--- config.mk ---
export PLATFORM = sky130hd
export DESIGN_NAME = prbs_byte_sequencer
export DESIGN_NICKNAME = d
export VERILOG_FILES = /design/src/rtl/uart_test_pkg.sv /design/src/rtl/prbs_deserializer.sv /design/src/rtl/prbs_byte_sequencer.sv
export SDC_FILE = /design/constraint.sdc
export NUM_CORES = 1
export LEC_CHECK = 0
export CAP_MARGIN = 20
export CELL_PAD_IN_SITES_DETAIL_PLACEMENT = 0
export CELL_PAD_IN_SITES_GLOBAL_PLACEMENT = 2
export CORE_MARGIN = 3
export CORE_UTILIZATION = 34
export DETAILED_ROUTE_END_ITERATION = 7
export PLACE_DENSITY_LB_ADDON = 0.1
export REMOVE_ABC_BUFFERS = 1
export SLEW_MARGIN = 20
export SYNTH_ARGS = -nofsm -noshare
export SYNTH_HDL_FRONTEND = slang
export SYNTH_SLANG_ARGS = --single-unit
export TNS_END_PERCENT = 10
--- constraint.sdc ---
create_clock -name clk -period 2.25 [get_ports clk]
set_clock_uncertainty 0.2 [all_clocks]
set_input_delay 0.3375 -clock clk [delete_from_list [all_inputs] [get_ports clk]]
set_output_delay 0.3375 -clock clk [all_outputs]
set_load 0.005 [all_outputs]
--- src/rtl/uart_test_pkg.sv ---
// Shared types and sizing helpers for the PRBS byte sequencer.
package uart_test_pkg;

    typedef enum logic [2:0] {
        IDLE    = 3'd0,
        SHIFT   = 3'd1,
        PRESENT = 3'd2,
        GAP     = 3'd3,
        DONE    = 3'd4
    } state_e;

    // Counter width able to hold max_val, never narrower than one bit.
    function automatic int unsigned cnt_width(input int unsigned max_val);
        return (max_val > 0) ? $clog2(max_val + 1) : 1;
    endfunction

endpackage

--- src/rtl/prbs_deserializer.sv ---
// Collects WORD_W serial LFSR bits MSB-first and flags the cycle the word completes.
module prbs_deserializer
    import uart_test_pkg::*;
#(
    parameter int unsigned WORD_W = 8
) (
    input  logic              clk,
    input  logic              rst,
    input  logic              shift_en_i,
    input  logic              bit_i,
    output logic              word_complete_c,
    output logic [WORD_W-1:0] word_c
);

    localparam int unsigned BIT_CNT_W = cnt_width(WORD_W);
    localparam logic [BIT_CNT_W-1:0] LAST_BIT = BIT_CNT_W'(WORD_W - 1);

    logic [WORD_W-1:0]    sr_q, sr_d;
    logic [BIT_CNT_W-1:0] bit_cnt_q, bit_cnt_d;

    // The word includes the bit sampled on the completing edge.
    assign sr_d            = {sr_q[WORD_W-2:0], bit_i};
    assign word_c          = sr_d;
    assign word_complete_c = shift_en_i && (bit_cnt_q == LAST_BIT);

    always_comb begin
        bit_cnt_d = '0;
        if (shift_en_i && !word_complete_c) begin
            bit_cnt_d = bit_cnt_q + BIT_CNT_W'(1);
        end
    end

    always_ff @(posedge clk or posedge rst) begin
        if (rst) begin
            sr_q      <= '0;
            bit_cnt_q <= '0;
        end else begin
            if (shift_en_i) begin
                sr_q <= sr_d;
            end
            bit_cnt_q <= bit_cnt_d;
        end
    end

endmodule

--- src/rtl/prbs_byte_sequencer.sv ---
// Bursts LFSR-generated bytes to a UART TX over valid/ready, with optional
// inter-byte gap, abort and completion status.
module prbs_byte_sequencer
    import uart_test_pkg::*;
#(
    parameter int unsigned WORD_W     = 8,
    parameter int unsigned LEN_W      = 8,
    parameter int unsigned GAP_CYCLES = 0
) (
    input  logic              clk,
    input  logic              rst,
    input  logic              start,
    input  logic              abort,
    input  logic [LEN_W-1:0]  burst_len,
    input  logic              lfsr_data,
    output logic              lfsr_clk_en,
    output logic              tx_valid,
    output logic [WORD_W-1:0] tx_data,
    input  logic              tx_ready,
    output logic              busy,
    output logic              done,
    output logic [LEN_W-1:0]  byte_count
);

    localparam int unsigned GAP_CNT_W = cnt_width(GAP_CYCLES);
    localparam logic [GAP_CNT_W-1:0] GAP_LAST =
        GAP_CNT_W'((GAP_CYCLES > 0) ? GAP_CYCLES - 1 : 0);

    state_e              state_q, state_d;
    logic [LEN_W-1:0]    len_q, len_d;
    logic [LEN_W-1:0]    byte_cnt_q, byte_cnt_d;
    logic [GAP_CNT_W-1:0] gap_cnt_q, gap_cnt_d;
    logic [WORD_W-1:0]   tx_data_q, tx_data_d;
    logic                lfsr_en_q, tx_valid_q, busy_q, done_q;
    logic                word_complete_c;
    logic [WORD_W-1:0]   word_c;

    prbs_deserializer #(
        .WORD_W (WORD_W)
    ) u_deser (
        .clk             (clk),
        .rst             (rst),
        .shift_en_i      (state_q == SHIFT),
        .bit_i           (lfsr_data),
        .word_complete_c (word_complete_c),
        .word_c          (word_c)
    );

    // Next-state: abort beats everything, including start and a live handshake.
    always_comb begin
        state_d    = state_q;
        len_d      = len_q;
        byte_cnt_d = byte_cnt_q;
        gap_cnt_d  = gap_cnt_q;
        tx_data_d  = tx_data_q;
        if (abort) begin
            state_d = IDLE;
        end else begin
            case (state_q)
                IDLE: begin
                    if (start) begin
                        len_d      = burst_len;
                        byte_cnt_d = '0;
                        state_d    = (burst_len == '0) ? DONE : SHIFT;
                    end
                end
                SHIFT: begin
                    if (word_complete_c) begin
                        tx_data_d = word_c;
                        state_d   = PRESENT;
                    end
                end
                PRESENT: begin
                    if (tx_ready) begin
                        byte_cnt_d = byte_cnt_q + LEN_W'(1);
                        if (byte_cnt_d == len_q) begin
                            state_d = DONE;
                        end else if (GAP_CYCLES > 0) begin
                            state_d   = GAP;
                            gap_cnt_d = '0;
                        end else begin
                            state_d = SHIFT;
                        end
                    end
                end
                GAP: begin
                    if (gap_cnt_q == GAP_LAST) begin
                        state_d = SHIFT;
                    end else begin
                        gap_cnt_d = gap_cnt_q + GAP_CNT_W'(1);
                    end
                end
                DONE:    state_d = IDLE;
                default: state_d = IDLE;
            endcase
        end
    end

    // Outputs are decoded from the next state so they align with the state itself.
    always_ff @(posedge clk or posedge rst) begin
        if (rst) begin
            state_q    <= IDLE;
            len_q      <= '0;
            byte_cnt_q <= '0;
            gap_cnt_q  <= '0;
            tx_data_q  <= '0;
            lfsr_en_q  <= 1'b0;
            tx_valid_q <= 1'b0;
            busy_q     <= 1'b0;
            done_q     <= 1'b0;
        end else begin
            state_q    <= state_d;
            len_q      <= len_d;
            byte_cnt_q <= byte_cnt_d;
            gap_cnt_q  <= gap_cnt_d;
            tx_data_q  <= tx_data_d;
            lfsr_en_q  <= (state_d == SHIFT);
            tx_valid_q <= (state_d == PRESENT);
            busy_q     <= (state_d == SHIFT) || (state_d == PRESENT) || (state_d == GAP);
            done_q     <= (state_q == DONE) && !abort;
        end
    end

    assign lfsr_clk_en = lfsr_en_q;
    assign tx_valid    = tx_valid_q;
    assign tx_data     = tx_data_q;
    assign busy        = busy_q;
    assign done        = done_q;
    assign byte_count  = byte_cnt_q;

endmodule

==> results of run 1 <==
critical path, stage by stage, from the launching register on:
cell      delay, ps
dfrtp_1         400
buf_4           170
and3_4          190
a221oi_1        250
o21ai_0         180
a211oi_4        350
o211ai_1        120
worst paths after layout:
check	startpoint	to	slack (ps)	depth (start not counted)
hold reg to reg	u_deser.bit_cnt_q[0]	u_deser.bit_cnt_q[0]	270	1
setup / recovery	byte_count[0]	busy	260	6
setup reg to reg	byte_count[0]	busy	260	6
max in group asynchronous	rst	byte_count[1]	1200	3
hold / removal	u_deser.bit_cnt_q[0]	u_deser.bit_cnt_q[0]	270	1
min in group asynchronous	rst	tx_data[0]	290	3
power by group through the flow:
stage	Sequential, mW	Clock [mW]	Combinational (mW)
after floorplan	0.916	0	0.189
after global placement	0.934	0	0.251
after detailed placement	0.940	0	0.259
after CTS	0.924	0.528	0.260
after global routing	0.937	0.563	0.283
final	0.921	0.501	0.254
cell usage in the layout, fill, tap and decap left out, drive strengths merged, types with 7 or more instances in the layout:
| cell type | netlist | final |
|---|---|---|
| nand2 | 10 | 10 |
| buf | 6 | 7 |
| mux2 | 24 | 24 |
| nor2 | 9 | 9 |
| o21ai | 10 | 10 |
| xnor2 | 8 | 8 |
| dfrtp | 42 | 42 |
| clkbuf | 0 | 7 |
| clkdlybuf4s50 | 0 | 33 |
| nand3 | 9 | 9 |
routing by layer:
| layer | up-vias | share of wire (%) |
|---|---|---|
| met2 | 21 | 50 |
| li1 | 669 | - |
| met3 | 4 | 2.6 |
| met4 | 0 | 0.97 |
| met1 | 683 | 46 |
| met5 | - | 0 |
cell type report:
| cell class | count | area (sq um) |
|---|---|---|
| clock inverter | 1 | 5.00 |
| tap | 72 | 90.1 |
| clock buffer | 7 | 86.3 |
| timing repair buffer | 40 | 383 |
| sequential | 42 | 1050 |
| multi-input combinational | 113 | 871 |
| inverter | 4 | 15.0 |
| fill | 550 | 3070 |
state kept, by name, indices dropped and copies added, names as in the netlist:
register / cells
state_q: 3
lfsr_clk_en: 1
tx_data: 8
u_deser.bit_cnt_q: 4
len_q: 8
tx_valid: 1
byte_count: 8
u_deser.sr_q: 7
done: 1
busy: 1
logic make-up (layout without fill, tap and decap cells):
kind of cell,after synthesis,after routing,synth area share [%]
compound gates,28,28,10.8
buf+inv,10,52,2.60
flops,42,42,53.3
xor+xnor,12,12,5.33
mux,24,24,13.7
simple gates,47,47,13.1
fa+ha+maj,2,2,1.27
per-stage QoR:
stage,utilization (%),power (mW),setup TNS (ps)
after floorplan,-,1.10,-582
after global placement,43.2,1.19,0
after detailed placement,43.2,1.20,0
after CTS,44.9,1.71,0
after global routing,44.9,1.78,0
final,44.9,1.68,0
==> run_results.csv, run 1 <==
group,metric,value,unit
floorplan,dieArea,6750,sq um
clocking,clk_pin_slew,80,ps
yosys,syn_area_per_cell,12.0,sq um
detailed_routing,drc,0,
global_route,grt-ovfl-total,0,
yosys,synth_cells,165,
clocking,h-tree-depth,2,
global_route,met2_usage,22.8,%
detailed_routing,vias_per_cell,4.94,
sta,drv_slew,0,
clocking,clock_sinks,42,
clocking,tritoncts,"built",
detailed_routing,wl,4.11,mm
global_route,grt_pass1_vias,1444,
clocking,cts.hold.buffers_added,0,
detailed_routing,vias,1377,
sta,max_freq,0.503,GHz
worst_setup_path,path_max_fanout,7,
floorplan,chipWidth,82.2,um
final_layout,fin_nets,222,
pwr,ir_drop,247,uV
pwr,power.leakage,1.09,nW
sta,setup_viol_count_final,0,
place,dp_hpwl,3.03,mm
sta,period_share,88.4,%
detailed_routing,ant_nets,0,
global_route,grtUsageMet3,3.90,%
pwr,sw_frac_of_total,25.1,%
sta,worst_slew_pin_slew,534,ps
global_route,antenna_found_initial,0,
yosys,synth.most_common_cell,"dfrtp_1",
yosys,ys_ff_latch,42,
pwr,p_per_area,670,nW/um^2
clocking,clock_latency,290,ps
final_layout,fin_cells,279,
pwr,comb_power_share,15.1,%
place,detailedPlace.worstSlack,110,ps
floorplan,fp.dieH,82.2,um
worst_setup_path,endpoint_kind,"flip-flop",
sta,whs,275,ps
yosys,synth_warnings,0,
flow_run,maxCapViolations,0,
pwr,p_sw,0.421,mW
yosys,yosysSeqAreaShare,53.3,%
global_route,top_usage_layer,"met2",
place,io_buffers,33,
worst_setup_path,critPathKind,"flip-flop to flip-flop",
floorplan,initial_core_util,35.4,%
yosys,synth_area_leaders,"dfrtp_1 53%, mux2_2 13%, xnor2_1 3.6%",
yosys,synthDistinctLibCells,42,
yosys,yosys-top-cells-count,"42 x dfrtp_1, 23 x mux2_2, 10 x nand2_1",
worst_setup_path,crit_required,2210,ps
clocking,ctsResizeCount,0,
sta,final.setup.worst_slack,261,ps
global_route,grt_pass1_wl,7.14,mm
clocking,cts-root-buf,"clkbuf_8",
place,place_congestion,0.730,
detailed_routing,dr.pass1.iters,3,
final_layout,drive_gt1_share,20.3,%
floorplan,core,5570,sq um
floorplan,num_rows,27,
pwr,pwr-share-clk,29.9,%
global_route,track_usage,14.0,%
clocking,cts_buffers,5,
yosys,synthArstFlopShare,100,%
global_route,grt_max_degree,43,
worst_setup_path,cp.arrival,1950,ps
place,placed_cell_area,2410,sq um
detailed_routing,routedWlPerCell,14.7,um
clocking,cts_max_path_buffers,2,
sta,hold_viol,0,
pwr,pwr-share-seq,55.0,%
place,dp_cells,271,
final_layout,area_growth,26.8,%
clocking,postCtsSetupBuffers,0,
yosys,yosys.area.top_type,"dfrtp_1",
yosys,synth_edf_count,0,
yosys,synth_top_area_share,53.3,%
sta,fin_crit,1990,ps
detailed_routing,drt_iter0_drc,34,
worst_hold_path,min_path_type,"flip-flop to flip-flop",
worst_setup_path,start_kind,"flip-flop",
sta,slew_headroom,64.4,%
yosys,synth_ff_type,"dfrtp_1",
pwr,internal_power,1.26,mW
final_layout,fin_area,2500,sq um
run_status,status,"completed",
global_route,met1_usage,17.9,%
yosys,syn-cell-area,1970,sq um
sta,rsz0062_at_grt,"no",
floorplan,ios,34,
final_layout,antenna_cells,0,
No activity file was read; power rests on OpenSTA's default activity.
==> run 2: changes to the inputs <==
Settings changed: CORE_UTILIZATION 34 to 36, CTS_BUF_LIST from default to sky130_fd_sc_hd__clkbuf_2 sky130_fd_sc_hd__clkbuf_4 sky130_fd_sc_hd__clkbuf_8.
==> run 2 against run 1 <==
Effect of this change: fmax fell by 3.3%; setup slack got worse by 67 ps; clock power rose by 19%; sequential cell count did not move; die area fell by 5.2%; sequential share of layout area fell by 0.46 points; wire length rose by 1.8%; core utilization rose by 3.7 points.
==> run_results.csv, run 2 (synthesis results as in run 1) <==
group,metric,value,unit
worst_setup_path,cp.arrival,2020,ps
detailed_routing,routedWlPerCell,15.1,um
sta,rsz0062_at_grt,"no",
worst_setup_path,start_kind,"flip-flop",
clocking,tritoncts,"built",
worst_setup_path,worstReg2RegStart,"byte_count[0]",
worst_setup_path,path_max_fanout,6,
worst_setup_path,crit_required,2210,ps
final_layout,fin_nets,223,
worst_setup_path,crit_family,"compound AO/OA/AOI/OAI gates",
floorplan,fp.dieH,80.0,um
sta,hold_viol,0,
clocking,clock_latency,290,ps
clocking,clock_sinks,42,
worst_setup_path,endpoint_kind,"flip-flop",
worst_setup_path,path_buf_inv,1,
clocking,h-tree-depth,2,
place,dp_hpwl,3.08,mm
global_route,grt_pass1_wl,7.35,mm
pwr,p_per_area,703,nW/um^2
pwr,ir_drop,300,uV
worst_setup_path,path_cells,"buf_4 > and3_4 > a221oi_1 > o21ai_0 > a211oi_4 > o211ai_1",
sta,setup_viol_count_final,0,
final_layout,post-route-util,48.6,%
place,place_congestion,0.834,
sta,drv_slew,0,
floorplan,num_rows,26,
worst_hold_path,min_path_type,"primary input to asynchronous set/reset pin",
clocking,clk_pin_slew,80,ps
clocking,cts_buffers,5,
clocking,cts-root-buf,"clkbuf_8",
detailed_routing,dr.pass1.iters,4,
detailed_routing,vias,1431,
global_route,grt-ovfl-total,0,
final_layout,mostFrequentLayoutCells,"42 x dfrtp_1, 33 x clkdlybuf4s50_1, 23 x mux2_2",
worst_setup_path,cpPeakStageDelay,410,ps
detailed_routing,ant_nets,0,
sta,slew_headroom,64.0,%
global_route,antenna_found_initial,0,
clocking,postCtsSetupBuffers,0,
worst_setup_path,rr_worst_depth,6,
floorplan,dieArea,6410,sq um
worst_setup_path,critPathKind,"flip-flop to flip-flop",
sta,setup_tns,0,ps
flow_run,maxCapViolations,0,
final_layout,antenna_cells,0,
global_route,track_usage,15.1,%
global_route,grt_max_degree,43,
sta,period_share,91.4,%
detailed_routing,vias_per_cell,5.15,
floorplan,ios,34,
detailed_routing,drc,0,
final_layout,final_common_cell,"dfrtp_1",
floorplan,initial_core_util,37.9,%
sta,worst_slew_pin_slew,539,ps
sta,whs,264,ps
pwr,total_power,1.78,mW
final_layout,drive_gt1_share,21.2,%
clocking,cts.hold.buffers_added,0,
floorplan,core,5200,sq um
pwr,power.leakage,1.10,nW
floorplan,chipWidth,80.0,um
sta,final.setup.worst_slack,194,ps
final_layout,area_growth,28.2,%
sta,fin_crit,2060,ps
clocking,ctsResizeCount,0,
global_route,grt_pass1_vias,1504,
worst_setup_path,cp_slowest_cell,"dfrtp_1",
detailed_routing,drt_iter0_drc,75,
worst_setup_path,r2r_slack,190,ps
worst_setup_path,r2r-end,"busy",
clocking,cts_max_path_buffers,2,
place,io_buffers,33,
final_layout,fillCellCount,501,
place,detailedPlace.worstSlack,162,ps
detailed_routing,wl,4.19,mm
run_status,status,"completed",
sta,max_freq,0.486,GHz
==> run 2: cell types whose count changed in the layout (fill, tap and decap cells not counted) <==
cell / before / now
clkbuf_1: 1 / 0
clkinvlp_4: 0 / 2
clkbuf_8: 6 / 5
bufinv_16: 0 / 1
buf_4: 7 / 8
clkinv_2: 1 / 0
==> run 2: worst reg2reg max path, stage by stage (launching register included) <==
cell      delay, ps
dfrtp_1         410
buf_4           170
and3_4          190
a221oi_1        290
o21ai_0         180
a211oi_4        350
o211ai_1        120
==> run 2: final cells by class <==
type	instances	area [sq um]	share of cell area, %
well taps	70	87.6	3.46
clock inverters	3	45.0	1.78
repair buffers	41	390	15.4
clock buffers	5	68.8	2.72
multi-input cells	113	871	34.4
inverters	4	15.0	0.594
flip-flops and latches	42	1050	41.6
==> run 2: power by group <==
part	internal [mW]	switching (mW)	leakage, nW
clock	0.330	0.267	0.0504
combinational	0.155	0.102	0.499
sequential	0.854	0.0696	0.549
==> run 2: how the worst max path moves through the flow <==
stage	start	endpoint	slack (ps)	depth (start not counted)
after CTS	byte_count[0]	busy	200	6
after global routing	byte_count[0]	busy	70	6
after detailed placement	burst_len[2]	busy	160	5
after global placement	burst_len[2]	busy	180	5
after floorplan	state_q[1]	tx_data[4]	-110	3
final	byte_count[0]	busy	190	6
==> run 2: metal layers <==
| metal | GRT usage [%] | vias up | share of wire, % |
|---|---|---|---|
| met4 | 6.25 | 0 | 2.5 |
| met2 | 25.7 | 25 | 51 |
| met5 | 0 | - | 0 |
| met1 | 17.7 | 724 | 43 |
| met3 | 4.29 | 8 | 3.6 |
| li1 | - | 674 | - |
==> run 2: through the flow <==
| step | cell area (sq um) | instances |
|---|---|---|
| 2_1_floorplan | 1940 | 159 |
| 3_3_place_gp | 2410 | 270 |
| 3_5_place_dp | 2410 | 270 |
| 4_1_cts | 2530 | 278 |
| 5_1_grt | 2530 | 278 |
| 6_report | 2530 | 278 |
